$ cat src/rtl/mem_port_arbiter_pkg.sv
// ---------------------------------------------------------------------------
// mem_arb_pkg
// Shared types and constants for the instruction/data memory port arbiter.
//   state_t      : transaction sequencer states (IDLE, BUSY, RESP)
//   OWN_IF/OWN_D : encoding of the owner output (0 = fetch, 1 = data)
//   DEF_*_W      : default address/data widths
//   cnt_width()  : width of the optional timeout counter (8 bits minimum)
// ---------------------------------------------------------------------------
package mem_arb_pkg;

  typedef enum logic [1:0] {
    IDLE = 2'd0,
    BUSY = 2'd1,
    RESP = 2'd2
  } state_t;

  localparam logic OWN_IF = 1'b0;
  localparam logic OWN_D  = 1'b1;

  localparam int DEF_ADDR_W = 32;
  localparam int DEF_DATA_W = 32;

  // Counter must hold max_val and is never narrower than 8 bits.
  function automatic int cnt_width(input int max_val);
    int w;
    w = $clog2(max_val + 1);
    return (w < 8) ? 8 : w;
  endfunction

endpackage

$ cat src/rtl/mem_port_arbiter_if.sv
// ---------------------------------------------------------------------------
// mem_port_arbiter_if
// Bundles the fetch port, the load/store port, the memory port and the
// status outputs of the arbiter.
//   master : arbiter side (drives acks, rdata, memory request, status)
//   slave  : environment side (CPU core and memory model)
// Fetch : if_req, if_addr -> if_rdata, if_ack, if_err
// Data  : d_req, d_we, d_addr, d_wdata -> d_rdata, d_ack, d_err
// Memory: mem_req, mem_we, mem_addr, mem_wdata <- mem_rdata, mem_ready
// Status: busy, owner
// ---------------------------------------------------------------------------
interface mem_port_arbiter_if
  import mem_arb_pkg::*;
#(
  parameter int ADDR_W = DEF_ADDR_W,
  parameter int DATA_W = DEF_DATA_W
);
  logic              if_req;
  logic [ADDR_W-1:0] if_addr;
  logic [DATA_W-1:0] if_rdata;
  logic              if_ack;
  logic              if_err;

  logic              d_req;
  logic              d_we;
  logic [ADDR_W-1:0] d_addr;
  logic [DATA_W-1:0] d_wdata;
  logic [DATA_W-1:0] d_rdata;
  logic              d_ack;
  logic              d_err;

  logic              mem_req;
  logic              mem_we;
  logic [ADDR_W-1:0] mem_addr;
  logic [DATA_W-1:0] mem_wdata;
  logic [DATA_W-1:0] mem_rdata;
  logic              mem_ready;

  logic              busy;
  logic              owner;

  modport master (
    input  if_req, if_addr, d_req, d_we, d_addr, d_wdata, mem_rdata, mem_ready,
    output if_rdata, if_ack, if_err, d_rdata, d_ack, d_err,
    output mem_req, mem_we, mem_addr, mem_wdata, busy, owner
  );

  modport slave (
    output if_req, if_addr, d_req, d_we, d_addr, d_wdata, mem_rdata, mem_ready,
    input  if_rdata, if_ack, if_err, d_rdata, d_ack, d_err,
    input  mem_req, mem_we, mem_addr, mem_wdata, busy, owner
  );

endinterface

$ cat src/rtl/mem_port_arbiter_arb_grant2.sv
// ---------------------------------------------------------------------------
// arb_grant2
// Combinational two-way grant between the fetch and data ports.
//   i_if_req, i_d_req : request levels
//   i_rr_last         : owner of the most recent grant
//   o_grant           : some port is requesting
//   o_owner           : winning port (OWN_IF / OWN_D)
// DATA_PRIO=1: data always wins a tie. DATA_PRIO=0: the port not served
// last wins a tie.
// ---------------------------------------------------------------------------
module arb_grant2
  import mem_arb_pkg::*;
#(
  parameter int DATA_PRIO = 1
) (
  input  logic i_if_req,
  input  logic i_d_req,
  input  logic i_rr_last,
  output logic o_grant,
  output logic o_owner
);

  always_comb begin
    o_grant = i_if_req | i_d_req;
    o_owner = OWN_IF;
    if (i_if_req && i_d_req) begin
      // Round-robin: invert the last owner so the other port goes next.
      o_owner = (DATA_PRIO != 0) ? OWN_D : ~i_rr_last;
    end else if (i_d_req) begin
      o_owner = OWN_D;
    end
  end

endmodule

$ cat src/rtl/mem_port_arbiter.sv
// ---------------------------------------------------------------------------
// mem_port_arbiter
// Shares a single-port memory between the instruction-fetch path and the
// load/store path, one transaction at a time (IDLE -> BUSY -> RESP).
//   clk  : system clock (rising edge)
//   rst  : synchronous active-high reset
//   bus  : mem_port_arbiter_if.master (fetch, data, memory, status signals)
// Optional macro ARB_TIMEOUT_EN: abort a transaction after TIMEOUT_CYC
// BUSY cycles without mem_ready, returning ack with err=1.
// ---------------------------------------------------------------------------
module mem_port_arbiter
  import mem_arb_pkg::*;
#(
  parameter int ADDR_W      = DEF_ADDR_W,
  parameter int DATA_W      = DEF_DATA_W,
  parameter int DATA_PRIO   = 1,
  parameter int TIMEOUT_CYC = 255
) (
  input logic              clk,
  input logic              rst,
  mem_port_arbiter_if.master bus
);

  state_t            r_state;
  state_t            w_state_next;
  logic              w_grant;
  logic              w_owner;
  logic              w_start;
  logic              w_complete;
  logic              w_abort;
  logic              w_timeout;

  logic              r_rr_last;
  logic              r_owner;
  logic              r_mem_req;
  logic              r_mem_we;
  logic [ADDR_W-1:0] r_mem_addr;
  logic [DATA_W-1:0] r_mem_wdata;
  logic [DATA_W-1:0] r_if_rdata;
  logic [DATA_W-1:0] r_d_rdata;
  logic              r_if_ack;
  logic              r_d_ack;

  arb_grant2 #(.DATA_PRIO(DATA_PRIO)) u_grant (
    .i_if_req  (bus.if_req),
    .i_d_req   (bus.d_req),
    .i_rr_last (r_rr_last),
    .o_grant   (w_grant),
    .o_owner   (w_owner)
  );

  always_comb begin
    w_state_next = r_state;
    w_start      = 1'b0;
    w_complete   = 1'b0;
    w_abort      = 1'b0;
    unique case (r_state)
      IDLE: begin
        if (w_grant) begin
          w_start      = 1'b1;
          w_state_next = BUSY;
        end
      end
      BUSY: begin
        // A completing memory wins over a timeout in the same cycle.
        if (bus.mem_ready) begin
          w_complete   = 1'b1;
          w_state_next = RESP;
        end else if (w_timeout) begin
          w_abort      = 1'b1;
          w_state_next = RESP;
        end
      end
      RESP:    w_state_next = IDLE;
      default: w_state_next = IDLE;
    endcase
  end

  always_ff @(posedge clk) begin
    if (rst) begin
      r_state <= IDLE;
    end else begin
      r_state <= w_state_next;
    end
  end

  always_ff @(posedge clk) begin
    if (rst) begin
      r_rr_last   <= OWN_IF;
      r_owner     <= OWN_IF;
      r_mem_req   <= 1'b0;
      r_mem_we    <= 1'b0;
      r_mem_addr  <= '0;
      r_mem_wdata <= '0;
      r_if_rdata  <= '0;
      r_d_rdata   <= '0;
      r_if_ack    <= 1'b0;
      r_d_ack     <= 1'b0;
    end else begin
      r_if_ack <= 1'b0;
      r_d_ack  <= 1'b0;
      if (w_start) begin
        // Latch the winner's request so later input changes are ignored.
        r_owner     <= w_owner;
        r_rr_last   <= w_owner;
        r_mem_req   <= 1'b1;
        r_mem_we    <= (w_owner == OWN_D) && bus.d_we;
        r_mem_addr  <= (w_owner == OWN_D) ? bus.d_addr : bus.if_addr;
        r_mem_wdata <= bus.d_wdata;
      end
      if (w_complete) begin
        r_mem_req <= 1'b0;
        if (r_owner == OWN_D) begin
          r_d_ack <= 1'b1;
          if (!r_mem_we) begin
            r_d_rdata <= bus.mem_rdata;
          end
        end else begin
          r_if_ack   <= 1'b1;
          r_if_rdata <= bus.mem_rdata;
        end
      end
      if (w_abort) begin
        r_mem_req <= 1'b0;
        r_d_ack   <= (r_owner == OWN_D);
        r_if_ack  <= (r_owner == OWN_IF);
      end
    end
  end

`ifdef ARB_TIMEOUT_EN
  localparam int CNT_W = cnt_width(TIMEOUT_CYC);

  logic [CNT_W-1:0] r_to_cnt;
  logic             r_if_err;
  logic             r_d_err;

  always_ff @(posedge clk) begin
    if (rst) begin
      r_to_cnt <= '0;
      r_if_err <= 1'b0;
      r_d_err  <= 1'b0;
    end else begin
      r_if_err <= 1'b0;
      r_d_err  <= 1'b0;
      if (w_start) begin
        r_to_cnt <= '0;
      end else if ((r_state == BUSY) && !bus.mem_ready) begin
        r_to_cnt <= r_to_cnt + 1'b1;
      end
      if (w_abort) begin
        r_d_err  <= (r_owner == OWN_D);
        r_if_err <= (r_owner == OWN_IF);
      end
    end
  end

  // Fires during the TIMEOUT_CYC-th waiting cycle, so that edge aborts.
  assign w_timeout  = (r_state == BUSY) && (r_to_cnt == CNT_W'(TIMEOUT_CYC - 1));
  assign bus.if_err = r_if_err;
  assign bus.d_err  = r_d_err;
`else
  // Always 0; TIMEOUT_CYC is referenced only to keep one parameter list.
  assign w_timeout  = (TIMEOUT_CYC < 0);
  assign bus.if_err = 1'b0;
  assign bus.d_err  = 1'b0;
`endif

  assign bus.mem_req   = r_mem_req;
  assign bus.mem_we    = r_mem_we;
  assign bus.mem_addr  = r_mem_addr;
  assign bus.mem_wdata = r_mem_wdata;
  assign bus.if_rdata  = r_if_rdata;
  assign bus.if_ack    = r_if_ack;
  assign bus.d_rdata   = r_d_rdata;
  assign bus.d_ack     = r_d_ack;
  assign bus.busy      = (r_state != IDLE);
  assign bus.owner     = r_owner;

endmodule

$ cat src/flat_wrapper.sv
// flat-port wrapper written by rule: the top's interface ports become plain ports
module mem_port_arbiter_flat import mem_arb_pkg::*;
#(
  parameter int ADDR_W      = DEF_ADDR_W,
  parameter int DATA_W      = DEF_DATA_W,
  parameter int DATA_PRIO   = 1,
  parameter int TIMEOUT_CYC = 255
)
  (clk, rst, bus_if_req, bus_if_addr, bus_d_req, bus_d_we, bus_d_addr, bus_d_wdata, bus_mem_rdata, bus_mem_ready, bus_if_rdata, bus_if_ack, bus_if_err, bus_d_rdata, bus_d_ack, bus_d_err, bus_mem_req, bus_mem_we, bus_mem_addr, bus_mem_wdata, bus_busy, bus_owner);
  mem_port_arbiter_if #(.ADDR_W(ADDR_W), .DATA_W(DATA_W)) bus_i ();
  input logic clk;
  input logic rst;
  input wire logic [$bits(bus_i.if_req)-1:0] bus_if_req;
  input wire logic [$bits(bus_i.if_addr)-1:0] bus_if_addr;
  input wire logic [$bits(bus_i.d_req)-1:0] bus_d_req;
  input wire logic [$bits(bus_i.d_we)-1:0] bus_d_we;
  input wire logic [$bits(bus_i.d_addr)-1:0] bus_d_addr;
  input wire logic [$bits(bus_i.d_wdata)-1:0] bus_d_wdata;
  input wire logic [$bits(bus_i.mem_rdata)-1:0] bus_mem_rdata;
  input wire logic [$bits(bus_i.mem_ready)-1:0] bus_mem_ready;
  output wire logic [$bits(bus_i.if_rdata)-1:0] bus_if_rdata;
  output wire logic [$bits(bus_i.if_ack)-1:0] bus_if_ack;
  output wire logic [$bits(bus_i.if_err)-1:0] bus_if_err;
  output wire logic [$bits(bus_i.d_rdata)-1:0] bus_d_rdata;
  output wire logic [$bits(bus_i.d_ack)-1:0] bus_d_ack;
  output wire logic [$bits(bus_i.d_err)-1:0] bus_d_err;
  output wire logic [$bits(bus_i.mem_req)-1:0] bus_mem_req;
  output wire logic [$bits(bus_i.mem_we)-1:0] bus_mem_we;
  output wire logic [$bits(bus_i.mem_addr)-1:0] bus_mem_addr;
  output wire logic [$bits(bus_i.mem_wdata)-1:0] bus_mem_wdata;
  output wire logic [$bits(bus_i.busy)-1:0] bus_busy;
  output wire logic [$bits(bus_i.owner)-1:0] bus_owner;
  assign bus_i.if_req = bus_if_req;
  assign bus_i.if_addr = bus_if_addr;
  assign bus_i.d_req = bus_d_req;
  assign bus_i.d_we = bus_d_we;
  assign bus_i.d_addr = bus_d_addr;
  assign bus_i.d_wdata = bus_d_wdata;
  assign bus_i.mem_rdata = bus_mem_rdata;
  assign bus_i.mem_ready = bus_mem_ready;
  assign bus_if_rdata = bus_i.if_rdata;
  assign bus_if_ack = bus_i.if_ack;
  assign bus_if_err = bus_i.if_err;
  assign bus_d_rdata = bus_i.d_rdata;
  assign bus_d_ack = bus_i.d_ack;
  assign bus_d_err = bus_i.d_err;
  assign bus_mem_req = bus_i.mem_req;
  assign bus_mem_we = bus_i.mem_we;
  assign bus_mem_addr = bus_i.mem_addr;
  assign bus_mem_wdata = bus_i.mem_wdata;
  assign bus_busy = bus_i.busy;
  assign bus_owner = bus_i.owner;
  mem_port_arbiter #(.ADDR_W(ADDR_W), .DATA_W(DATA_W), .DATA_PRIO(DATA_PRIO), .TIMEOUT_CYC(TIMEOUT_CYC)) u_core (.clk(clk), .rst(rst), .bus(bus_i));
endmodule
$ cat config.mk
export PLATFORM = sky130hd
export DESIGN_NAME = mem_port_arbiter_flat
export DESIGN_NICKNAME = d
export VERILOG_FILES = /design/src/rtl/mem_port_arbiter_pkg.sv /design/src/rtl/mem_port_arbiter_if.sv /design/src/rtl/mem_port_arbiter_arb_grant2.sv /design/src/rtl/mem_port_arbiter.sv /design/src/flat_wrapper.sv
export SDC_FILE = /design/constraint.sdc
export NUM_CORES = 1
export LEC_CHECK = 0
export BUFFER_PORTS_ARGS = -buffer_cell sky130_fd_sc_hd__buf_2
export CORE_MARGIN = 2
export CORE_UTILIZATION = 45
export CTS_CLUSTER_DIAMETER = 60
export DETAILED_ROUTE_END_ITERATION = 10
export GPL_ROUTABILITY_DRIVEN = 0
export PLACE_DENSITY = 0.78
export SLEW_MARGIN = 20
export SYNTH_ARGS = -nofsm -noshare
export SYNTH_HDL_FRONTEND = slang
export SYNTH_SLANG_ARGS = --single-unit
$ cat constraint.sdc
create_clock -name clk -period 2 [get_ports clk]
set_input_delay 0 -clock clk [delete_from_list [all_inputs] [get_ports clk]]
set_output_delay 0 -clock clk [all_outputs]
set_load 0.02 [all_outputs]
# --- Word-level counts from Yosys, hierarchy flattened ---
# Cells that the tools add are included.
totals:
  register_bits: 135
  output_inout_bits: 136
  wordCells: 38
op_classes:
  eq_ne: 3
  mux: 12
  bitwise_logic: 4
  n_reduce_logical: 9
op_table:
  columns: ["cell", "n"]
  rows:
  - ["32-bit 2-to-1 mux", 1]
  - ["1-bit 2-to-1 mux", 8]
  - ["2-bit 2-to-1 mux", 2]
  - ["2-bit inequality test (second input constant)", 2]
  - ["2-bit case mux with 2 select lines", 1]
  - ["2-bit AND reduction", 2]
  - ["2-bit OR reduction", 2]
  - ["1-bit inverter", 3]
  - ["3-bit AND reduction", 1]
  - ["2-bit by 1-bit equality test with 1-bit output (second input constant)", 1]
  - ["1-bit logical AND", 2]
  - ["2-bit zero test", 1]
  - ["2-bit nonzero test", 1]
  - ["1-bit bitwise OR", 1]

# --- Depth between registers and ports, before layout ---
# Gate-level depths: netlist of the first run.
depth:
  ltp_word: 4
  depth_mapped: 6
  mapped_depth_nobuf: 4

# --- Cells and area by module ---
# A second synthesis of the first run with hierarchy kept.
unflattened:
  cells_unflattened: 596
  hier_area_um2: 5333.9
modules_own_cells:
  columns: ["module", "instances", "cells_each", "area_per_inst_um2", "seq_area_each_um2"]
  rows:
  - ["mem_port_arbiter", 1, 594, 5323.9, 2702.6]
  - ["arb_grant2", 1, 2, 10.0, 0.0]

# --- Worst setup path before layout of the first run ---
# OpenSTA, ideal clock, no wires.
synth_path:
  path_kind: "register -> register"
  startpoint: "reg u_core.r_state[1]"
  endpoint: "reg u_core.r_d_rdata[11], in the netlist u_core.bus.d_rdata[11]"
  t_arrival_ps: 1311
  slack_ps: 570
  path_stages_with_launch: 6
  n_path_buf: 2
  path_cell_list: "dfxtp_1 nand3b_1 or3b_1 buf_4 buf_6 mux2i_1"
synth_via:
  elab_chain_cells: 3
synth_lines:
  columns: ["item", "line_no", "rtl"]
  rows:
  - ["start: declaration", "mem_port_arbiter.sv:24", "state_t r_state;"]
  - ["start signal: assignment", "mem_port_arbiter.sv:83", "r_state <= w_state_next;"]
  - ["2-bit by 1-bit equality test with 1-bit output", "mem_port_arbiter.sv:57", "unique case (r_state)"]
  - ["1-bit 2-to-1 mux", "mem_port_arbiter.sv:57", null]
  - ["3-bit AND reduction (no line)", null, null]
  - ["end signal: assignment", "mem_port_arbiter.sv:116", "r_d_rdata <= bus.mem_rdata;"]
  - ["end: declaration", "mem_port_arbiter.sv:40", "logic [DATA_W-1:0] r_d_rdata;"]
# Every way passes these cells.
# A chain may end at the register's enable or synchronous reset.

# --- Worst setup path after layout of the first run ---
layout_path:
  startpoint: "reg u_core.r_state[0]"
  endpoint: "reg u_core.r_if_rdata[14], in the netlist u_core.bus.if_rdata[14]"
layout_via:
  elab_chain_cells: 3
layout_lines:
  columns: ["item", "line_no", "rtl"]
  rows:
  - ["2-bit by 1-bit equality test with 1-bit output", "mem_port_arbiter.sv:57", null]
  - ["1-bit 2-to-1 mux", "mem_port_arbiter.sv:57", null]
  - ["2-bit AND reduction (no line)", null, null]
  - ["end signal: assignment", "mem_port_arbiter.sv:120", "r_if_rdata <= bus.mem_rdata;"]
  - ["end: declaration", "mem_port_arbiter.sv:39", "logic [DATA_W-1:0] r_if_rdata;"]
# Every way passes these cells.

==> qor.yml, run 1 <==
status:
  status: "completed"
sta:
  tightestPinTransition_ns: 0.720
  finClkSkew_ns: 0.00578
  hold_violations: 0
  finalCriticalPeriod_ns: 1.92
  relSlewSlack_pct: 52.0
  setup_tns_ns: 0
  rsz0062_at_grt: "false"
  fin_crit_sh_pct: 96.2
  drv_slew: 0
  fmax_mhz: 520
  finalSetupViolCount: 0
job:
  drv_cap: 0
synthesis:
  synth_edf_count: 0
  ys_seq_elements: 135
  yosys.area.top_type: "dfxtp_1"
  synth_area_sq_um: 5270
  ys_seq_area_share_pct: 51.3
  synth_common_cells: "dfxtp_1 (135), nand2_1 (129), a21oi_1 (98)"
  synth.most_common_cell: "dfxtp_1"
  synth_top_area_share_pct: 51.3
  yosysWarnings: 0
  synthFlopType: "dfxtp_1"
  yosys-top-cells-area: "dfxtp_1 (51%), mux2i_1 (12%), a21oi_1 (9.3%)"
  yosysUniqueCellTypes: 26
  netlist_instances: 602
  synthArstFlopShare_pct: 0
  avgSynthCellArea_sq_um: 8.76
drt:
  wl_per_cell_um: 17.3
  drt-pass1-iter-count: 5
  wl_met1_um: 7290
  drc_errors: 0
  dr_wl_met3_um: 1720
  drt_iter0_markers: 609
  detailroute.via_count: 6141
  dr_wl_met2_um: 9520
  top_layer_used: "met4"
  ant_nets: 0
  vias_per_cell: 5.40
  drt_wl_total_um: 19700
placed_design:
  dp_hpwl_um: 10300
  dp_cells: 969
  port_buffers: 267
  placed_area_sq_um: 6700
clock_tree:
  path_clk_slew_ns: 0.06
  worstSkewPairLatency_ns: 0.41
  cts_max_level: 4
  cts_tree: "yes"
  clkSinkCount: 135
  cts_buffer_depth: 2
  post_cts_buffers: 0
  numCtsBuffers: 17
  cts_root_buffer: "clkbuf_16"
setup_path:
  crit_chain: "nor4bb_4 > buf_12 > nand2_1 > a21oi_1 > dlygate4sd3_1"
  r2r_cells: 5
  cp.arrival_ns: 2.27
  crit_path_end: "u_core.bus.if_rdata[14]"
  rrSetupSlack_ns: 0.08
  worst_path_max_delay_cell: "dlygate4sd3_1"
  endpoint_kind: "register"
  path_class: "register to register"
  max_stage_delay_ns: 0.59
  start_kind: "register"
  worst_ep_required_time_ns: 2.35
  worstReg2RegEnd: "u_core.bus.if_rdata[14]"
  crit_path_start: "u_core.r_state[0]"
  regToRegStartpoint: "u_core.r_state[0]"
  path_max_fanout: 32
final_layout:
  instances_no_fill: 1138
  nFillCells: 753
  fin_util_pct: 76.0
  fin_area_sq_um: 8680
  area_growth_pct: 64.5
  nNetsFinal: 1115
  drive_gt1_share_pct: 32.1
floorplanning:
  die_w_um: 112
  boundaryPins: 270
  die_area_sq_um: 12600
  die_h_um: 112
  initial_core_util_pct: 46.2
  rows: 39
  coreArea_sq_um: 11400
grt:
  grt_pass1_vias: 6362
  grt_use_total_pct: 30.6
  grt_pass1_wl_um: 30900
  grt_max_degree: 67
  grt_overflow: 0
  antenna_found_initial: 1
hold_path:
  holdCritPathClass: "input pin to register"
power_and_ir_drop:
  power_density_nw_per_um2: 862
  ir_drop_mv: 0.518
  leakage_uw: 0.00421
## per-layer routing
metal  GRT usage, %  vias to the layer above
met5              0                        -
met4           21.1                        0
met2           51.2                      388
li1               -                     2837
met3           9.72                       91
met1           33.0                     2825
## timing repair
| item | in CTS | in global routing |
|---|---|---|
| setup endpoints to repair | 0 | 10 |
| hold buffers | 136 | 0 |
| endpoints found under the hold margin | 129 | 0 |
| resized for setup | 0 | 5 |
## flip-flops by register name, indices dropped and copies added (netlist names)
name / cells
u_core.bus.owner: 1
u_core.bus.mem_req: 1
u_core.r_state: 2
u_core.bus.mem_wdata: 32
u_core.bus.mem_addr: 32
u_core.bus.d_ack: 1
u_core.bus.if_rdata: 32
u_core.bus.d_rdata: 32
u_core.bus.if_ack: 1
u_core.bus.mem_we: 1
## worst min path at each step
| stage | startpoint | end | cells past startpoint |
|---|---|---|---|
| floorplan | bus_mem_rdata[0] | u_core.bus.if_rdata[0] | 2 |
| global placement | bus_mem_rdata[19] | u_core.bus.if_rdata[19] | 3 |
| detailed placement | bus_mem_rdata[3] | u_core.bus.if_rdata[3] | 3 |
| CTS | bus_d_addr[30] | u_core.bus.mem_addr[30] | 3 |
| global route | bus_if_addr[29] | u_core.bus.mem_addr[29] | 3 |
| finish | bus_d_addr[30] | u_core.bus.mem_addr[30] | 3 |
## stage by stage
stage / hold slack, ns / setup slack [ns] / total power, uW
global route: 0.0796 / 0.0224 / 7740
floorplan: 0.136 / 0.570 / 3690
global placement: 0.254 / 0.439 / 4130
finish: 0.0770 / 0.0754 / 7480
detailed placement: 0.258 / 0.394 / 4150
CTS: 0.0528 / 0.0486 / 7430
## critical path: cells and delay by family, from the launching register on
kind	cells	cell delay, ns
compound gates	1	0.16
buf+inv	2	0.82
flops	1	0.43
simple gates	2	0.45
## logic make-up (layout without fill, tap and decap cells)
family | after synthesis | in the layout | synth area share [%]
compound gates | 166 | 166 | 17.4
buf+inv | 61 | 452 | 5.10
flops | 135 | 135 | 51.3
mux | 64 | 64 | 12.1
other cells | 1 | 3 | 0.0711
simple gates | 175 | 175 | 14.0
## layout by cell type, fill, tap and decap left out, types with 2 or more instances in the layout
master / Yosys / final
conb_1: 1 / 2
nand3_1: 33 / 33
nand2_1: 129 / 129
mux2i_1: 64 / 64
buf_12: 0 / 4
dfxtp_1: 135 / 134
inv_6: 0 / 3
a211oi_1: 32 / 32
buf_4: 3 / 10
nor2_1: 5 / 3
clkinv_2: 0 / 2
o21ai_0: 34 / 34
a21oi_1: 98 / 98
dlygate4sd3_1: 0 / 136
buf_2: 11 / 266
clkinvlp_4: 0 / 3
clkbuf_16: 0 / 17
clkinv_4: 0 / 3
bufinv_16: 0 / 2
## report_power, final
group / switching (uW) / internal, uW
clock network: 1200 / 1880
logic: 812 / 621
registers: 98.5 / 2870
## cell type report
cell class	count	area [sq um]	area share [%]
Clock inverter	13	145	1.67
Clock buffer	19	443	5.11
Multi-Input combinational cell	407	2330	26.9
Antenna cell	1	2.50	0.0288
Tap cell	143	179	2.06
Inverter	3	11.3	0.130
Timing Repair Buffer	417	2860	33.0
Sequential cell	135	2700	31.2
No activity file was read; power rests on OpenSTA's default activity.
==> run 2, diff against run 1 <==
--- a/config.mk
+++ b/config.mk
@@ -11,6 +11,7 @@
 export CTS_CLUSTER_DIAMETER = 60
 export DETAILED_ROUTE_END_ITERATION = 10
 export GPL_ROUTABILITY_DRIVEN = 0
+export GPL_TIMING_DRIVEN = 0
 export PLACE_DENSITY = 0.78
 export SLEW_MARGIN = 20
 export SYNTH_ARGS = -nofsm -noshare
==> run 2 against run 1 <==
Global-route usage is 1.6 points higher. Via count rose by 1.5%. Critical endpoint is now u_core.bus.mem_addr[16]. First-iteration DRC count shrank 2.3%. Largest power group unchanged.
==> qor.yml, run 2 (synthesis results as in run 1) <==
sta:
  setup_tns_ns: 0  # unchanged
  relSlewSlack_pct: 55.7  # was 52.0%
  finClkSkew_ns: 0.00878  # was 0.00578 ns
  fin_crit_sh_pct: 95.8  # was 96.2%
  fin_ws_ns: 0.0847  # was 0.0754 ns
  finalSetupViolCount: 0  # unchanged
  fmax_mhz: 522  # was 520 MHz
  rsz0062_at_grt: "true"  # was false
  hold_violations: 0  # unchanged
  tightestPinTransition_ns: 0.662  # was 0.720 ns
  finalCriticalPeriod_ns: 1.92  # about the same
  whs_ns: 0.00859  # was 0.0770 ns
  drv_slew: 0  # unchanged
final_layout:
  layout_common_cells: "buf_2 (277), dfxtp_1 (135), nand2_1 (129), dlygate4sd3_1 (123), a21oi_1 (98)"  # was buf_2 (266), dlygate4sd3_1 (136), dfxtp_1 (134), nand2_1 (129), a21oi_1 (98)
  diodes: 0  # was 1
  mostFrequentLayoutCell: "buf_2"  # unchanged
  area_growth_pct: 64.6  # was 64.5%
  instances_no_fill: 1167  # was 1,138
  nFillCells: 760  # was 753
  drive_gt1_share_pct: 30.9  # was 32.1%
  nNetsFinal: 1145  # was 1,115
status:
  status: "completed"  # unchanged
grt:
  grt_overflow: 0  # unchanged
  grt_max_degree: 17  # was 67
  antenna_found_initial: 0  # was 1
  grt_pass1_vias: 6257  # was 6,362
  grt_pass1_wl_um: 31900  # was 30,900 um
  grt_use_total_pct: 32.2  # was 30.6%
placed_design:
  dp_hpwl_um: 12100  # was 10,300 um
  dp_cells: 1012  # was 969
  place_ws_ns: -0.0353  # was 0.394 ns
  port_buffers: 266  # was 267
power_and_ir_drop:
  power_density_nw_per_um2: 901  # was 862 nW/um^2
  ir_drop_mv: 0.921  # was 0.518 mV
  leakage_uw: 0.00419  # was 0.00421 uW
clock_tree:
  numCtsBuffers: 17  # unchanged
  cts_buffer_depth: 2  # unchanged
  cts_max_level: 4  # unchanged
  cts_tree: "yes"  # unchanged
  clkSinkCount: 135  # unchanged
  cts_root_buffer: "clkbuf_16"  # unchanged
  path_clk_slew_ns: 0.06  # about the same
  worstSkewPairLatency_ns: 0.42  # was 0.41 ns
  post_cts_buffers: 0  # unchanged
floorplanning:
  die_area_sq_um: 12600  # unchanged
  coreArea_sq_um: 11400  # unchanged
  initial_core_util_pct: 46.2  # unchanged
  die_h_um: 112  # unchanged
  rows: 39  # unchanged
  boundaryPins: 270  # unchanged
  die_w_um: 112  # unchanged
setup_path:
  path_max_fanout: 10  # was 32
  worst_ep_required_time_ns: 2.30  # was 2.35 ns
  cp.arrival_ns: 2.22  # was 2.27 ns
  start_kind: "register"  # unchanged
  path_class: "register to register"  # unchanged
  endpoint_kind: "register"  # unchanged
drt:
  detailroute.via_count: 6236  # was 6,141
  vias_per_cell: 5.34  # was 5.40
  drt_iter0_markers: 595  # was 609
  drc_errors: 0  # unchanged
  wl_per_cell_um: 17.7  # was 17.3 um
  drt_wl_total_um: 20700  # was 19,700 um
  ant_nets: 0  # unchanged
  drt-pass1-iter-count: 5  # unchanged
hold_path:
  holdCritPathClass: "input pin to register"  # unchanged
job:
  drv_cap: 0  # unchanged
==> run 2: cell types whose count changed in the layout (fill, tap and decap cells not counted), sizes merged <==
cell	change
bufinv	+2
dlygate4sd3	-13
clkinvlp	-2
diode	-1
buf	+10
clkbuf	+39
clkinv	-4
inv	-2
==> run 2: critical path, stage by stage, from the launching register on <==
cell and delay [ns]:
dfxtp_1 0.33, nor2_1 0.31, buf_2 0.31, clkbuf_1 0.38, a21oi_1 0.14, a211oi_1 0.33
==> run 2: report_power, final <==
group	internal (uW)	switching, uW
clock network	2280	1140
registers	2870	99.5
logic	595	835
==> run 2: metal layers <==
metal	wire, um	vias to the layer above	global-route usage [%]
met1	7560	2872	34.5
li1	-	2900	-
met2	10300	374	57.2
met3	1700	90	8.80
met5	0	-	0
met4	1090	0	18.0
==> run 2: layout make-up <==
class	count	area [sq um]	share of cell area, %
Clock inverter	7	138	1.59
Inverter	3	11.3	0.130
Timing Repair Buffer	389	2560	29.5
Clock buffer	25	515	5.94
Buffer	58	258	2.97
Multi-Input combinational cell	407	2310	26.6
Sequential cell	135	2700	31.1
Tap cell	143	179	2.06
==> run 2: worst paths after layout <==
check	start	to	slack, ns	cells after the start
worst max-delay path	u_core.r_state[1]	u_core.bus.mem_addr[16]	0.08	5
worst min-delay path	bus_if_addr[24]	u_core.bus.mem_addr[24]	0.009	3
worst max register to register	u_core.r_state[1]	u_core.bus.mem_addr[16]	0.08	5
worst min register to register	u_core.bus.if_rdata[16]	u_core.bus.if_rdata[16]	0.45	2
==> run 2: what timing repair did <==
item	4_1_cts	5_1_grt
setup endpoints to repair	30	17
endpoints found under the hold margin	128	1
gates resized for setup	1	2
hold buffers	122	1
==> run 2: per-stage QoR <==
stage | util, % | power, uW | area, sq um
6_report | 76.0 | 7820 | 8680
5_1_grt | 76.0 | 8070 | 8680
4_1_cts | 75.9 | 7750 | 8660
3_5_place_dp | 59.4 | 4150 | 6790
3_3_place_gp | 59.4 | 4140 | 6790
2_1_floorplan | - | 3690 | 5280
